`config.mk`:
```
export PLATFORM = sky130hd
export DESIGN_NAME = regbank_arbiter_flat
export DESIGN_NICKNAME = d
export VERILOG_FILES = /design/src/rtl/regbank_arbiter_if.sv /design/src/rtl/regbank_arbiter.sv /design/src/flat_wrapper.sv
export SDC_FILE = /design/constraint.sdc
export NUM_CORES = 1
export LEC_CHECK = 0
export BUFFER_PORTS_ARGS = -buffer_cell sky130_fd_sc_hd__buf_2
export CAP_MARGIN = 5
export CORE_ASPECT_RATIO = 0.8
export CORE_MARGIN = 2
export CORE_UTILIZATION = 35
export DETAILED_ROUTE_END_ITERATION = 6
export SLEW_MARGIN = 20
export SYNTH_ARGS = -nofsm -noshare
export SYNTH_HDL_FRONTEND = slang
export SYNTH_SLANG_ARGS = --single-unit
```
`constraint.sdc`:
```
create_clock -name clk -period 4.75 [get_ports clk]
set_clock_uncertainty 0.05 [all_clocks]
set_input_delay 0.2375 -clock clk [delete_from_list [all_inputs] [get_ports clk]]
set_output_delay 0.2375 -clock clk [all_outputs]
set_load 0.03 [all_outputs]
```
`src/rtl/regbank_arbiter_if.sv`:
```
// Requester, response and register-bank signals shared by regbank_arbiter.
// slave = arbiter side, master = requesters plus bank model side.
interface regbank_arbiter_if;
  logic        core_req;
  logic        core_we;
  logic [5:0]  core_addr;
  logic [15:0] core_wdata;
  logic        core_ack;

  logic        dbg_req;
  logic        dbg_we;
  logic [5:0]  dbg_addr;
  logic [15:0] dbg_wdata;
  logic        dbg_ack;

  logic [15:0] rdata;
  logic        err;
  logic        busy;

  logic [5:0]  Sel_B;
  logic [15:0] Data_B;
  logic [5:0]  Sel_C;
  logic [15:0] Data_C;
  logic        C_WE;

  modport slave (
    input  core_req, core_we, core_addr, core_wdata,
    input  dbg_req, dbg_we, dbg_addr, dbg_wdata,
    input  Data_B,
    output core_ack, dbg_ack, rdata, err, busy,
    output Sel_B, Sel_C, Data_C, C_WE
  );

  modport master (
    output core_req, core_we, core_addr, core_wdata,
    output dbg_req, dbg_we, dbg_addr, dbg_wdata,
    output Data_B,
    input  core_ack, dbg_ack, rdata, err, busy,
    input  Sel_B, Sel_C, Data_C, C_WE
  );
endinterface

```
`src/rtl/regbank_arbiter.sv`:
```
// Two-requester arbiter/sequencer for the 16-bit register bank B/C ports.
// Define REGBANK_ARB_FIXED_PRIO_EN for fixed core priority; default is round-robin.
module regbank_arbiter (
  input  logic             clk,
  input  logic             nreset,
  regbank_arbiter_if.slave bus
);

  typedef enum logic [1:0] {IDLE, ACCESS, RESP} state_t;

  state_t state;
  logic   grant_dbg;
  logic   cmd_we;
  logic   cmd_legal;

  logic        pick_dbg;
  logic        sel_we;
  logic [5:0]  sel_addr;
  logic [15:0] sel_wdata;
  logic        sel_legal;

  function automatic logic read_ok(input logic [5:0] a);
    return (a <= 6'd31) || (a == 6'd34);
  endfunction

  // 28 and 29 are input ports, so they are readable but never writable.
  function automatic logic write_ok(input logic [5:0] a);
    return (a <= 6'd27) || (a == 6'd30) || (a == 6'd31) || (a == 6'd34);
  endfunction

`ifdef REGBANK_ARB_FIXED_PRIO_EN
  always_comb begin
    pick_dbg = bus.dbg_req && !bus.core_req;
  end
`else
  logic last_grant;

  // last_grant == 1 means debug went last, so core takes the next tie.
  always_comb begin
    pick_dbg = bus.dbg_req && (!bus.core_req || !last_grant);
  end
`endif

  always_comb begin
    sel_we    = pick_dbg ? bus.dbg_we    : bus.core_we;
    sel_addr  = pick_dbg ? bus.dbg_addr  : bus.core_addr;
    sel_wdata = pick_dbg ? bus.dbg_wdata : bus.core_wdata;
    sel_legal = sel_we ? write_ok(sel_addr) : read_ok(sel_addr);
  end

  // Bank-side registers are loaded on the grant edge so they are valid throughout ACCESS.
  always_ff @(posedge clk or negedge nreset) begin
    if (!nreset) begin
      state      <= IDLE;
      grant_dbg  <= 1'b0;
      cmd_we     <= 1'b0;
      cmd_legal  <= 1'b0;
`ifndef REGBANK_ARB_FIXED_PRIO_EN
      last_grant <= 1'b1;
`endif
      bus.Sel_B    <= '0;
      bus.Sel_C    <= '0;
      bus.Data_C   <= '0;
      bus.C_WE     <= 1'b0;
      bus.core_ack <= 1'b0;
      bus.dbg_ack  <= 1'b0;
      bus.rdata    <= '0;
      bus.err      <= 1'b0;
      bus.busy     <= 1'b0;
    end else begin
      case (state)
        IDLE: begin
          bus.core_ack <= 1'b0;
          bus.dbg_ack  <= 1'b0;
          bus.err      <= 1'b0;
          if (bus.core_req || bus.dbg_req) begin
            grant_dbg  <= pick_dbg;
            cmd_we     <= sel_we;
            cmd_legal  <= sel_legal;
            bus.Sel_B  <= sel_addr;
            bus.Sel_C  <= sel_addr;
            bus.Data_C <= sel_wdata;
            bus.C_WE   <= sel_we && sel_legal;
            bus.busy   <= 1'b1;
            state      <= ACCESS;
          end
        end
        ACCESS: begin
          bus.C_WE <= 1'b0;
          if (!cmd_we && cmd_legal) begin
            bus.rdata <= bus.Data_B;
          end
          bus.core_ack <= !grant_dbg;
          bus.dbg_ack  <= grant_dbg;
          bus.err      <= !cmd_legal;
          state        <= RESP;
        end
        RESP: begin
          bus.core_ack <= 1'b0;
          bus.dbg_ack  <= 1'b0;
          bus.err      <= 1'b0;
          bus.busy     <= 1'b0;
`ifndef REGBANK_ARB_FIXED_PRIO_EN
          last_grant   <= grant_dbg;
`endif
          state        <= IDLE;
        end
        default: begin
          bus.C_WE     <= 1'b0;
          bus.core_ack <= 1'b0;
          bus.dbg_ack  <= 1'b0;
          bus.err      <= 1'b0;
          bus.busy     <= 1'b0;
          state        <= IDLE;
        end
      endcase
    end
  end

  a_we_only_in_access: assert property (@(posedge clk) disable iff (!nreset)
    bus.C_WE |-> (state == ACCESS));

  a_single_ack: assert property (@(posedge clk) disable iff (!nreset)
    !(bus.core_ack && bus.dbg_ack));

  a_busy_tracks_state: assert property (@(posedge clk) disable iff (!nreset)
    bus.busy == (state != IDLE));

endmodule

```
`src/flat_wrapper.sv`:
```
// flat-port wrapper written by rule: the top's interface ports become plain ports
module regbank_arbiter_flat 
  (clk, nreset, bus_core_req, bus_core_we, bus_core_addr, bus_core_wdata, bus_dbg_req, bus_dbg_we, bus_dbg_addr, bus_dbg_wdata, bus_Data_B, bus_core_ack, bus_dbg_ack, bus_rdata, bus_err, bus_busy, bus_Sel_B, bus_Sel_C, bus_Data_C, bus_C_WE);
  regbank_arbiter_if bus_i ();
  input  logic clk;
  input  logic nreset;
  input wire logic [$bits(bus_i.core_req)-1:0] bus_core_req;
  input wire logic [$bits(bus_i.core_we)-1:0] bus_core_we;
  input wire logic [$bits(bus_i.core_addr)-1:0] bus_core_addr;
  input wire logic [$bits(bus_i.core_wdata)-1:0] bus_core_wdata;
  input wire logic [$bits(bus_i.dbg_req)-1:0] bus_dbg_req;
  input wire logic [$bits(bus_i.dbg_we)-1:0] bus_dbg_we;
  input wire logic [$bits(bus_i.dbg_addr)-1:0] bus_dbg_addr;
  input wire logic [$bits(bus_i.dbg_wdata)-1:0] bus_dbg_wdata;
  input wire logic [$bits(bus_i.Data_B)-1:0] bus_Data_B;
  output wire logic [$bits(bus_i.core_ack)-1:0] bus_core_ack;
  output wire logic [$bits(bus_i.dbg_ack)-1:0] bus_dbg_ack;
  output wire logic [$bits(bus_i.rdata)-1:0] bus_rdata;
  output wire logic [$bits(bus_i.err)-1:0] bus_err;
  output wire logic [$bits(bus_i.busy)-1:0] bus_busy;
  output wire logic [$bits(bus_i.Sel_B)-1:0] bus_Sel_B;
  output wire logic [$bits(bus_i.Sel_C)-1:0] bus_Sel_C;
  output wire logic [$bits(bus_i.Data_C)-1:0] bus_Data_C;
  output wire logic [$bits(bus_i.C_WE)-1:0] bus_C_WE;
  assign bus_i.core_req = bus_core_req;
  assign bus_i.core_we = bus_core_we;
  assign bus_i.core_addr = bus_core_addr;
  assign bus_i.core_wdata = bus_core_wdata;
  assign bus_i.dbg_req = bus_dbg_req;
  assign bus_i.dbg_we = bus_dbg_we;
  assign bus_i.dbg_addr = bus_dbg_addr;
  assign bus_i.dbg_wdata = bus_dbg_wdata;
  assign bus_i.Data_B = bus_Data_B;
  assign bus_core_ack = bus_i.core_ack;
  assign bus_dbg_ack = bus_i.dbg_ack;
  assign bus_rdata = bus_i.rdata;
  assign bus_err = bus_i.err;
  assign bus_busy = bus_i.busy;
  assign bus_Sel_B = bus_i.Sel_B;
  assign bus_Sel_C = bus_i.Sel_C;
  assign bus_Data_C = bus_i.Data_C;
  assign bus_C_WE = bus_i.C_WE;
  regbank_arbiter u_core (.clk(clk), .nreset(nreset), .bus(bus_i));
endmodule
```
==> run summary, run 1 <==
The flow ran to the end, and the final reports show no timing, DRC or antenna violations. The number of max-slew violations in the final report was 0. The number of register bits inferred by synthesis was 49. Dividing the detail-routed wire length by the instance count gives 12.5 um. The clock reaches the later pin of the worst-skew pair after 300 ps. After detailed routing, the number of remaining DRC violations is 0.

In this run, post-CTS repair resized a total of 0 instances. The run gives 2 as the count of H-tree levels built during CTS. Across all layers, the routed design uses 1653 vias. Summing internal, switching and leakage power gives 0.00205 W. From left edge to right edge, the die measures 91.8 um. Synthesis instantiated 29 different standard cells from the library. Clock tree buffer depth: 2. The logs give 1669 for the number of global-route vias before repair and 36.4% for the effective utilization at floorplan.

The logs give 0 for the final-report setup violation count and 0 for the leftover overflow at the end of global routing. The clock-pin slew of the registers on the worst-case setup and hold paths works out to 100 ps. The signal arrival time at the worst endpoint is 2140 ps, and the fraction of post-synthesis cell area in the top cell type by area is 55.6%. After detailed routing, the met2 layer carries 2210 um of wire.

After detailed routing, the number of vias per cell comes to 4.47. The floorplan step defined a core boundary enclosing 5940 um^2. STA classifies the critical path startpoint as a flip-flop.

Derived from the worst setup path, the maximum achievable clock frequency is 508 MHz. In the post-synthesis netlist, the biggest area contributors are sky130_fd_sc_hd__dfrtp_1, sky130_fd_sc_hd__mux2i_1, sky130_fd_sc_hd__mux2_2. The detailed router used layers up to and including met4.

The most frequent cell after synthesis was sky130_fd_sc_hd__dfrtp_1. The area of the die was 6820 um^2. The commonest cells after synthesis are sky130_fd_sc_hd__dfrtp_1, sky130_fd_sc_hd__o21ai_0, sky130_fd_sc_hd__nand2_1. The congestion estimate from routability-driven global placement came to 0.837. Final worst-path cycle share: 41.5%. Among all flip-flop cells after synthesis, the most frequent one is sky130_fd_sc_hd__dfrtp_1. The largest driver fanout on the critical path is 28, and the ratio of total power to cell area is 709 nW/um^2.

The count of flip-flops with a built-in enable after synthesis is 0, and the number of buffers inserted during clock tree synthesis is 5. In this run the static leakage power is 1.50 nW. The run gives 0 as the number of nets with antenna violations after detailed routing. The root buffer cell chosen for the clock tree is sky130_fd_sc_hd__clkbuf_8. The tools report the kind of end point of the critical path as a flip-flop. The number of rows created at floorplan was 25. After legalization and detailed placement, the total HPWL measured 3480 um. Once the clock tree was built, the setup fixing pass inserted 0 buffers. For the clock net sink count, the log shows 49.

In the final design database the tool counted 354 nets. The clock period could shrink to 1970 ps. The largest stage delay on the critical path was 810 ps; the post-synthesis async set-or-reset flop share was 100%. The run gives 180 as the cell count after synthesis. Peak ir drop on the vdd network: 268 uV. Wire length the detailed router placed on met1: 1980 um. At the end of the flow the core is filled with cells to 48.6%. The mapped netlist covers 2160 um^2. The tools report the number of detailed-route iterations in the first pass as 4. TritonCTS built the clock tree. Sequential elements use 56.8% of the synthesized area. Cells with a size suffix above 1 make up 51.2% of the layout.

The antenna diode count is 0, and the number of maximum-capacitance violations is 0. The run gives 4640 um as the total wire length after detailed routing. The critical path goes through a21boi_4 -> nand4b_1 -> and4_1 -> o31ai_2. Average footprint of a synthesized cell: 12.0 um^2. Data on the critical path is required at its endpoint by 4920 ps. The count of buffers from port buffering is 114.

Summed over all nets, wire length on met3 after detailed routing comes to 381 um. The largest area contributor in the netlist was sky130_fd_sc_hd__dfrtp_1. For the initial antenna violation count, the log shows 0. Worst hold-check path type: in -> reg. The run gives 30.7% as the worst slew margin relative to its limit.

The slowest stage of the critical path belongs to the cell sky130_fd_sc_hd__a21boi_4. The synthesized net count is 246, and the global-route wire length before repair is 7560 um. The critical path is of the reg -> reg type. During synthesis, Yosys emitted a total of 0 warnings. Summed over all failing endpoints, the final setup total negative slack is 0 ps. In this run, the number of DRC markers left after iteration 0 of detailed routing was 34.

Global routing used 14.2% of the available tracks. After clock tree synthesis, the flow added hold-fix buffers numbering 0. Setup repair after global routing left no endpoint under its margin.

The final hold violation count is 0. At the pin with the least slew margin, the transition time is 1040 ps. The die height was 74.3 um. Pin placement for this block handled 115 I/O pins. From synthesis to final layout, the design area changed by 33.6%. Entering global routing, the biggest net connects 53 pins.
-- cell usage in the layout (no fill, tap or decap), types with 2 or more instances in the layout --
master	Yosys	final
sky130_fd_sc_hd__and2b_2	2	2
sky130_fd_sc_hd__buf_2	1	113
sky130_fd_sc_hd__clkbuf_8	0	5
sky130_fd_sc_hd__dfrtp_1	48	48
sky130_fd_sc_hd__inv_1	4	4
sky130_fd_sc_hd__inv_6	0	2
sky130_fd_sc_hd__mux2_2	17	17
sky130_fd_sc_hd__mux2i_1	23	23
sky130_fd_sc_hd__nand2_1	24	24
sky130_fd_sc_hd__nor2_1	4	4
sky130_fd_sc_hd__o21ai_0	26	26
-- logic make-up (layout without fill, tap and decap cells) --
logic type | count (synthesis) | count (layout) | share of synthesized area, %
AND/OR/NAND/NOR | 40 | 40 | 9.90
buffers and inverters | 19 | 128 | 5.44
AO/OA/AOI/OAI | 32 | 32 | 8.34
multiplexers | 40 | 40 | 19.5
flip-flops | 49 | 49 | 56.8
-- final cells by class --
cell class | count | area (um^2)
fill | 574 | 3060
sequential | 49 | 1230
multi-input combinational | 112 | 838
timing repair buffer | 116 | 611
tap | 81 | 101
clock buffer | 5 | 68.8
clock inverter | 3 | 25.0
inverter | 4 | 15.0
-- report_power, final --
part | internal, W | leakage (nW) | switching, W | total (W)
clock network | 0.000107 | 0.0452 | 0.000148 | 0.000256
logic | 0.000359 | 0.853 | 0.000694 | 0.00105
registers | 0.000624 | 0.599 | 0.000113 | 0.000737
total | 0.00109 | 1.50 | 0.000955 | 0.00205
-- critical path, delay by kind of cell (launching register included) --
family	cells	cell delay, ps
compound gates	2	1010
simple gates	2	430
flops	1	400
-- layer usage --
layer / vias up / global-route usage [%]
met5: - / 0
met4: 0 / 5.47
met3: 7 / 4.76
met2: 69 / 24.4
met1: 744 / 17.0
li1: 833 / -
-- flip-flops by register name, indices dropped and copies added, names as in the netlist --
register / flops
u_core.bus.rdata: 16
u_core.bus.Sel_B: 6
u_core.bus.dbg_ack: 1
u_core.bus.err: 1
u_core.state: 2
u_core.bus.core_ack: 1
u_core.last_grant: 1
u_core.bus.C_WE: 1
u_core.cmd_we: 1
u_core.cmd_legal: 1
u_core.bus.busy: 1
u_core.grant_dbg: 1
u_core.bus.Data_C: 16
-- per-stage QoR --
| step | setup WS (ps) | instance area, um^2 | cells | hold slack (ps) |
|---|---|---|---|---|
| 6_report | 2780 | 2890 | 370 | 109 |
| 5_1_grt | 2630 | 2890 | 370 | 93.6 |
| 4_1_cts | 2750 | 2850 | 368 | 97.3 |
| 3_5_place_dp | 2760 | 2750 | 360 | 409 |
| 3_3_place_gp | 2780 | 2750 | 360 | 400 |
| 2_1_floorplan | 3190 | 2160 | 180 | -108 |
-- worst paths after layout --
check                           depth (start not counted)                               to  slack [ps]                          start
worst max-delay path                                    4      u_core.bus.C_WE$_DFFE_PN0P_        2780  u_core.last_grant$_DFFE_PN1N_
worst min-delay path                                    2  u_core.bus.rdata[8]$_DFFE_PN0P_         110                  bus_Data_B[8]
worst max register to register                          4      u_core.bus.C_WE$_DFFE_PN0P_        2780  u_core.last_grant$_DFFE_PN1N_
worst min register to register                          1         u_core.bus.err$_DFF_PN0_         430   u_core.cmd_legal$_DFFE_PN0P_
max in group asynchronous                               2  u_core.bus.Sel_B[5]$_DFFE_PN0P_        3810                         nreset
min in group asynchronous                               2  u_core.bus.rdata[3]$_DFFE_PN0P_         430                         nreset
Note: power is estimated with default switching activity, not from simulation.
==> inputs of run 2 (changes only) <==
--- a/config.mk
+++ b/config.mk
@@ -11,6 +11,7 @@
 export CORE_MARGIN = 2
 export CORE_UTILIZATION = 35
 export DETAILED_ROUTE_END_ITERATION = 6
+export PLACE_DENSITY = 0.67
 export SLEW_MARGIN = 20
 export SYNTH_ARGS = -nofsm -noshare
 export SYNTH_HDL_FRONTEND = slang
==> constraint.sdc (replaced) <==
create_clock -name clk -period 1.73 [get_ports clk]
set_clock_uncertainty 0.05 [all_clocks]
set_input_delay 0.0865 -clock clk [delete_from_list [all_inputs] [get_ports clk]]
set_output_delay 0.0865 -clock clk [all_outputs]
set_load 0.03 [all_outputs]
==> run summary, run 2 (synthesized netlist as in run 1, its figures left out) <==
In the finished design, the share of the clock period the worst path needs comes to 90.3%. The run gives 14.3% as the overall routing resource usage. The die covers 6820 um^2. The largest single stage delay on the critical path is 390 ps. The area growth from synthesis to final layout came out at 44.8%. The worst hold path begins at bus_core_wdata[0]. Traced cell by cell, the critical path runs through a21boi_4 -> buf_4 -> mux2i_1 -> o21ai_0. The share of layout cells above drive strength 1 works out to 49.4%. The first global-routing pass estimated 7700 um of wire.

After clock tree synthesis, the clock-pin slew on the worst setup and hold paths is 90 ps. The longest clock path from root to sink contains 2 buffers. At the later pin of the worst-skew pair, clock insertion delay measures 290 ps. The worst setup path is captured at a flip-flop. The critical path startpoint category was a flip-flop.

For the number of max-slew violations in the final report, the log shows 0. The root buffer cell chosen for the clock tree is sky130_fd_sc_hd__clkbuf_8. Setup TNS: 0 ps. In the final routed layout, each cell accounts on average for 12.1 um.

The tools report the required time reported for the critical path endpoint as 1850 ps. The H-tree was split into 2 levels. Global routing finished with a remaining overflow of 0. In the layout the commonest cells are sky130_fd_sc_hd__buf_2, sky130_fd_sc_hd__dfrtp_1, sky130_fd_sc_hd__o21ai_0.

The worst path meets setup with 167 ps of slack. The count of boundary I/O pins was 115. Entering global routing, the biggest net connects 53 pins. The x dimension of the die is 91.8 um, and the share of the core filled with cells is 52.6%.

Setup repair after global routing left no endpoint under its margin. The number of antenna diodes in the final layout is 0. The number of global-route vias before repair was 1640. In this run the static leakage power is 1.61 nW.

The run gives 1745 as the via count of the routed design. The run finished with clean final reports. The number of rows created at floorplan was 25; the number of vias per cell after detailed routing was 4.46.

In this run the worst hold path is classified as in -> reg. Across the run, the number of max-cap violations was 0. The count of buffers from port buffering is 114. The worst pin sits at a relative slew slack of 70.0%.

For this run, design rule violations remaining after detail routing come to 0. Across the VDD grid, the largest voltage drop is 854 uV. The final hold violation count is 0, and the final-report setup violation count is 0. The slew at the pin with the worst max-slew slack is 450 ps. The fmax is 640 MHz, and the total wire length after detailed routing is 4740 um.

Start-to-end type of the worst setup path: reg -> reg. Along the worst path, the maximum fanout reaches 12. Buffers inserted during clock tree synthesis total 5. For the signal arrival time at the worst endpoint, the log shows 1680 ps. Summed over all nets, the half-perimeter wirelength after detailed placement is 3640 um. TritonCTS built the clock tree.

The startpoint of the worst-slack reg-to-reg timing path was u_core.last_grant$_DFFE_PN1N_. The final layout contains 375 nets. Once the floorplan was initialized, standard cells occupied 36.4% of the core. The die is 74.3 um tall. The number of buffers inserted to repair setup after CTS came out at 0.

The tools report the initial antenna violation count as 0. In the final layout, the registers with the most flip-flops are u_core.bus.Data_C: 16 flops, u_core.bus.rdata: 16 flops, u_core.bus.Sel_B: 6 flops. The total area inside the core boundary comes to 5940 um^2. In this run, the number of DRC markers left after iteration 0 of detailed routing was 41. The ratio of total power to cell area is 1850 nW/um^2. In this run the remaining antenna-violating nets after routing total 0. Leaving out fill and tap cells, the most frequent cell in the layout is sky130_fd_sc_hd__buf_2. At the end of routability-driven placement, the weighted congestion stood at 0.706. After layout, the minimum clock period comes to 1560 ps.

Setup slack on the worst reg-to-reg path comes out at 170 ps. For this design, the slowest cell found on the critical path is sky130_fd_sc_hd__dfstp_2. OpenSTA, run right after detailed placement, puts the worst setup slack at 120 ps. The critical path starts at u_core.last_grant$_DFFE_PN1N_.

The clock drives 49 sinks. The logs give 4 for the number of detailed-route iterations in the first pass and 562 for the count of fill cells added during filler insertion.
==> run 2: final timing paths <==
path / endpoint / cells past startpoint
worst max-delay path: u_core.bus.Data_C[14]$_DFFE_PN0P_ / 4
min in group asynchronous: u_core.bus.Data_C[10]$_DFFE_PN0P_ / 2
worst max register to register: u_core.bus.Data_C[14]$_DFFE_PN0P_ / 4
max in group asynchronous: u_core.bus.Sel_B[3]$_DFFE_PN0P_ / 3
worst min-delay path: u_core.bus.Data_C[0]$_DFFE_PN0P_ / 3
worst min register to register: u_core.bus.err$_DFF_PN0_ / 1
==> run 2: repair_timing <==
item | in CTS | in global routing
endpoints found under the hold margin | 33 | 0
gates resized for setup | 0 | 0
setup endpoints to repair | 0 | 0
hold buffers | 17 | 0
==> run 2: report_power, final <==
part / leakage (nW) / switching [W] / total (W) / internal [W]
Clock: 0.0543 / 0.000375 / 0.000808 / 0.000433
Combinational: 0.952 / 0.00191 / 0.00295 / 0.00104
Sequential: 0.599 / 0.000309 / 0.00202 / 0.00171
==> run 2: area by class of cell <==
class                           count  area, um^2  share of cell area (%)
Clock inverter                      3        46.3                    1.48
Sequential cell                    49        1230                    39.2
Timing Repair Buffer              137         831                    26.6
Tap cell                           81         101                    3.24
Multi-Input combinational cell    112         838                    26.8
Clock buffer                        5        68.8                    2.20
Inverter                            4        15.0                   0.480
==> run 2: per-stage QoR <==
| step | cells | cell area (um^2) | total power, W | hold slack, ps |
|---|---|---|---|---|
| floorplan | 180 | 2160 | 0.00415 | -259 |
| global placement | 365 | 2820 | 0.00488 | 8.35 |
| detailed placement | 365 | 2820 | 0.00495 | 17.5 |
| CTS | 390 | 3100 | 0.00580 | 18.3 |
| global route | 391 | 3130 | 0.00619 | 25.5 |
| finish | 391 | 3130 | 0.00578 | 23.7 |
==> run 2: critical path, delay by kind of cell, from the launching register on <==
kind                   cells  cell delay [ps]
AO/OA/AOI/OAI              2              460
buffers and inverters      1              320
flip-flops                 1              390
multiplexers               1              220
==> run 2: layer usage <==
| layer | global-route usage (%) | wire length (um) | up-vias |
|---|---|---|---|
| met5 | 0 | 0 | - |
| met2 | 23.7 | 2230 | 58 |
| met3 | 4.26 | 335 | 2 |
| li1 | - | - | 873 |
| met1 | 19.0 | 2160 | 812 |
| met4 | 2.99 | 21 | 0 |
==> inputs of run 3 (changes only) <==
--- a/config.mk
+++ b/config.mk
@@ -12,6 +12,7 @@
 export CORE_UTILIZATION = 35
 export DETAILED_ROUTE_END_ITERATION = 6
 export PLACE_DENSITY = 0.67
+export REMOVE_ABC_BUFFERS = 1
 export SLEW_MARGIN = 20
 export SYNTH_ARGS = -nofsm -noshare
 export SYNTH_HDL_FRONTEND = slang
==> run summary, run 3 (synthesized netlist as in run 1, its figures left out) <==
The analysis attributes to net switching a power of 0.00257 W. The first global-routing pass estimated 8010 um of wire. The CTS root buffer was sky130_fd_sc_hd__clkbuf_8. The worst setup path is captured at a flip-flop. The clock network power share was 11.7%. The largest registers in the layout are u_core.bus.Data_C: 16 flops, u_core.bus.rdata: 16 flops, u_core.bus.Sel_B: 6 flops.

The tools report the number of buffers inserted to repair setup after CTS as 0. The flow ran to the end, and the final reports show no timing, DRC or antenna violations. In this run the worst hold path is classified as in -> reg. The tool flagged a number of max-cap violations equal to 0.

Count of boundary I/O pins: 115. The number of global-route vias before repair was 1736. The number of placed instances, taps included, is 365. The worst register-to-register path has a depth of 4. Entering global routing, the biggest net connects 53 pins.

The die is 74.3 um tall. In this run the register-to-register setup slack is 210 ps. The clock tree buffer depth came out at 2. Power spread over the standard cell area amounts to 1820 nW/um^2. Setup violations remaining at the end of the flow were counted as 0. Combinational share of power: 52.5%. The tools report the effective utilization at floorplan as 36.4%. The hold path depth was 3; the clock network latency to the later pin of the worst-skew pair was 290 ps. The tree built by TritonCTS fans out to 49 sinks. Timing would allow up to 659 MHz. The startpoint of the worst-slack reg-to-reg timing path is u_core.state[1]$_DFFE_PN0N_.

The tools report the total wire length after detailed routing as 4780 um. The layer with the highest usage after global routing is met2. The number of nets with antenna violations after detailed routing was 0; the via count of the routed design was 1738. The final estimated routing congestion in global placement is 0.754, and the detail-routed net length per standard cell is 12.2 um.

Global routing consumed, on the met2 layer, 25.0% of the routing resources. Summed over all nets, the half-perimeter wirelength after detailed placement is 3570 um. The tools report the internal power of the cells as 0.00308 W. Global routing used 19.4% of the available met1 tracks. In the global route stage, overall resource usage came out at 14.8%. The signal arrival time at the worst endpoint was 1650 ps.

At the worst endpoint, the required time is 1860 ps. The tools report the number of max-slew violations in the final report as 0. Row generation in the floorplan step produced 25 rows.

In this run the horizontal extent of the chip is 91.8 um. The floorplan step defined a core boundary enclosing 5940 um^2. The repair_antennas step left the layout with diodes totalling 0. The first routing iteration left 32 violations. The most common cell after layout, fill and taps aside was sky130_fd_sc_hd__buf_2.

The final hold violation count came out at 0. Summed over all layers, the global routing overflow is 0. The top cell types in the final layout, fill and taps aside, are sky130_fd_sc_hd__buf_2, sky130_fd_sc_hd__dfrtp_1, sky130_fd_sc_hd__o21ai_0.

Hold is met by 26.5 ps. The endpoint of the worst register-to-register path was u_core.bus.rdata[14]$_DFFE_PN0P_. At the pin with the least slew margin, the transition time is 391 ps. The run gives 0.00565 W as the power consumption.

The number of buffers inserted during clock tree synthesis is 5. Critical path startpoint category: a flip-flop. The run gives 0 ps as the setup TNS. TritonCTS built the clock tree.

The static leakage power is 1.60 nW, and the time the worst path needs with I/O delays and setup is 1520 ps. By startpoint and endpoint, the worst setup path is classified as reg -> reg. After the flow finishes, the layout carries non-filler instances totaling 390. For hold timing, the worst endpoint is u_core.bus.Data_C[3]$_DFFE_PN0P_. Count of H-tree levels built during CTS: 2.

The switching share of power came out at 45.5%. Global routing used 3.44% of the available met3 tracks. For this run, the post-layout net count is 375.

The final worst-path cycle share works out to 87.7%. Sequential cells account for 35.8% of the total power. Relative to the synthesized area, the layout overhead comes to 44.0%. The count of buffers from port buffering was 114. The startpoint identified for the worst hold timing path is bus_core_wdata[3].

The tools report the initial antenna violation count as 0. In this run the worst path has a maximum fanout of 16. The number of remaining DRC errors came out at 0. Setup repair after global routing left no endpoint under its margin. The number of hold buffers added after CTS was 17. The number of vias per cell after detailed routing works out to 4.46. The number of detailed-route iterations in the first pass came out at 4. Quantity of gates resized following cts: 0. The share of layout cells above drive strength 1 is 48.9%. Measured against its own limit, the worst slew margin works out to 73.8%. Clock-pin slew was measured on the worst setup and hold paths at 80 ps. Peak ir drop on the vdd network: 822 uV. The die covers 6820 um^2.
## run 3: cell count changes in the layout (fill, tap and decap cells not counted)
cell and delta:
sky130_fd_sc_hd__buf_12 +1, sky130_fd_sc_hd__buf_4 -1, sky130_fd_sc_hd__bufinv_16 -1, sky130_fd_sc_hd__clkbuf_1 +1, sky130_fd_sc_hd__clkbuf_8 +1, sky130_fd_sc_hd__clkinv_4 -1
sky130_fd_sc_hd__clkinvlp_4 -1
## run 3: critical path: stages (launching register included)
cell,delay (ps)
sky130_fd_sc_hd__dfrtp_1,420
sky130_fd_sc_hd__nand2b_4,180
sky130_fd_sc_hd__nor3b_4,230
sky130_fd_sc_hd__buf_12,180
sky130_fd_sc_hd__mux2_2,340
## run 3: stage by stage
step | area [um^2] | util (%) | worst slack, ps
global placement | 2830 | 47.6 | 208
CTS | 3080 | 51.9 | 164
finish | 3110 | 52.4 | 212
floorplan | 2060 | - | -1140
detailed placement | 2830 | 47.6 | 126
global route | 3110 | 52.4 | 104
## run 3: how the worst max path moves through the flow
stage / startpoint / cells after the start / end
6_report: u_core.state[1]$_DFFE_PN0N_ / 4 / u_core.bus.rdata[14]$_DFFE_PN0P_
5_1_grt: u_core.last_grant$_DFFE_PN1N_ / 4 / u_core.cmd_we$_DFFE_PN0P_
2_1_floorplan: u_core.last_grant$_DFFE_PN1N_ / 4 / u_core.bus.C_WE$_DFFE_PN0P_
3_5_place_dp: bus_core_req / 3 / u_core.bus.Data_C[14]$_DFFE_PN0P_
4_1_cts: u_core.last_grant$_DFFE_PN1N_ / 4 / u_core.cmd_we$_DFFE_PN0P_
3_3_place_gp: bus_core_req / 3 / u_core.cmd_we$_DFFE_PN0P_
## run 3: power groups by stage
stage                     Clock [W]  Sequential [W]  Combinational (W)
final                      0.000659         0.00202            0.00297
after global routing       0.000741         0.00211            0.00319
after CTS                  0.000698         0.00203            0.00293
after detailed placement          0         0.00204            0.00291
after global placement            0         0.00204            0.00286
after floorplan                   0         0.00314           0.000862
## run 3: metal layers
layer | share of wire (%) | routed length [um] | vias up
li1 | - | - | 870
met1 | 45 | 2150 | 803
met3 | 5.9 | 281 | 8
met5 | 0 | 0 | -
met2 | 48 | 2290 | 57
met4 | 1.1 | 51 | 0
## run 3: layout make-up
cell class | instances | area [um^2]
clock buffers | 7 | 86.3
fillers | 568 | 2830
inverters | 4 | 15.0
multi-input cells | 112 | 838
flip-flops and latches | 49 | 1230
well taps | 81 | 101
repair buffers | 137 | 843
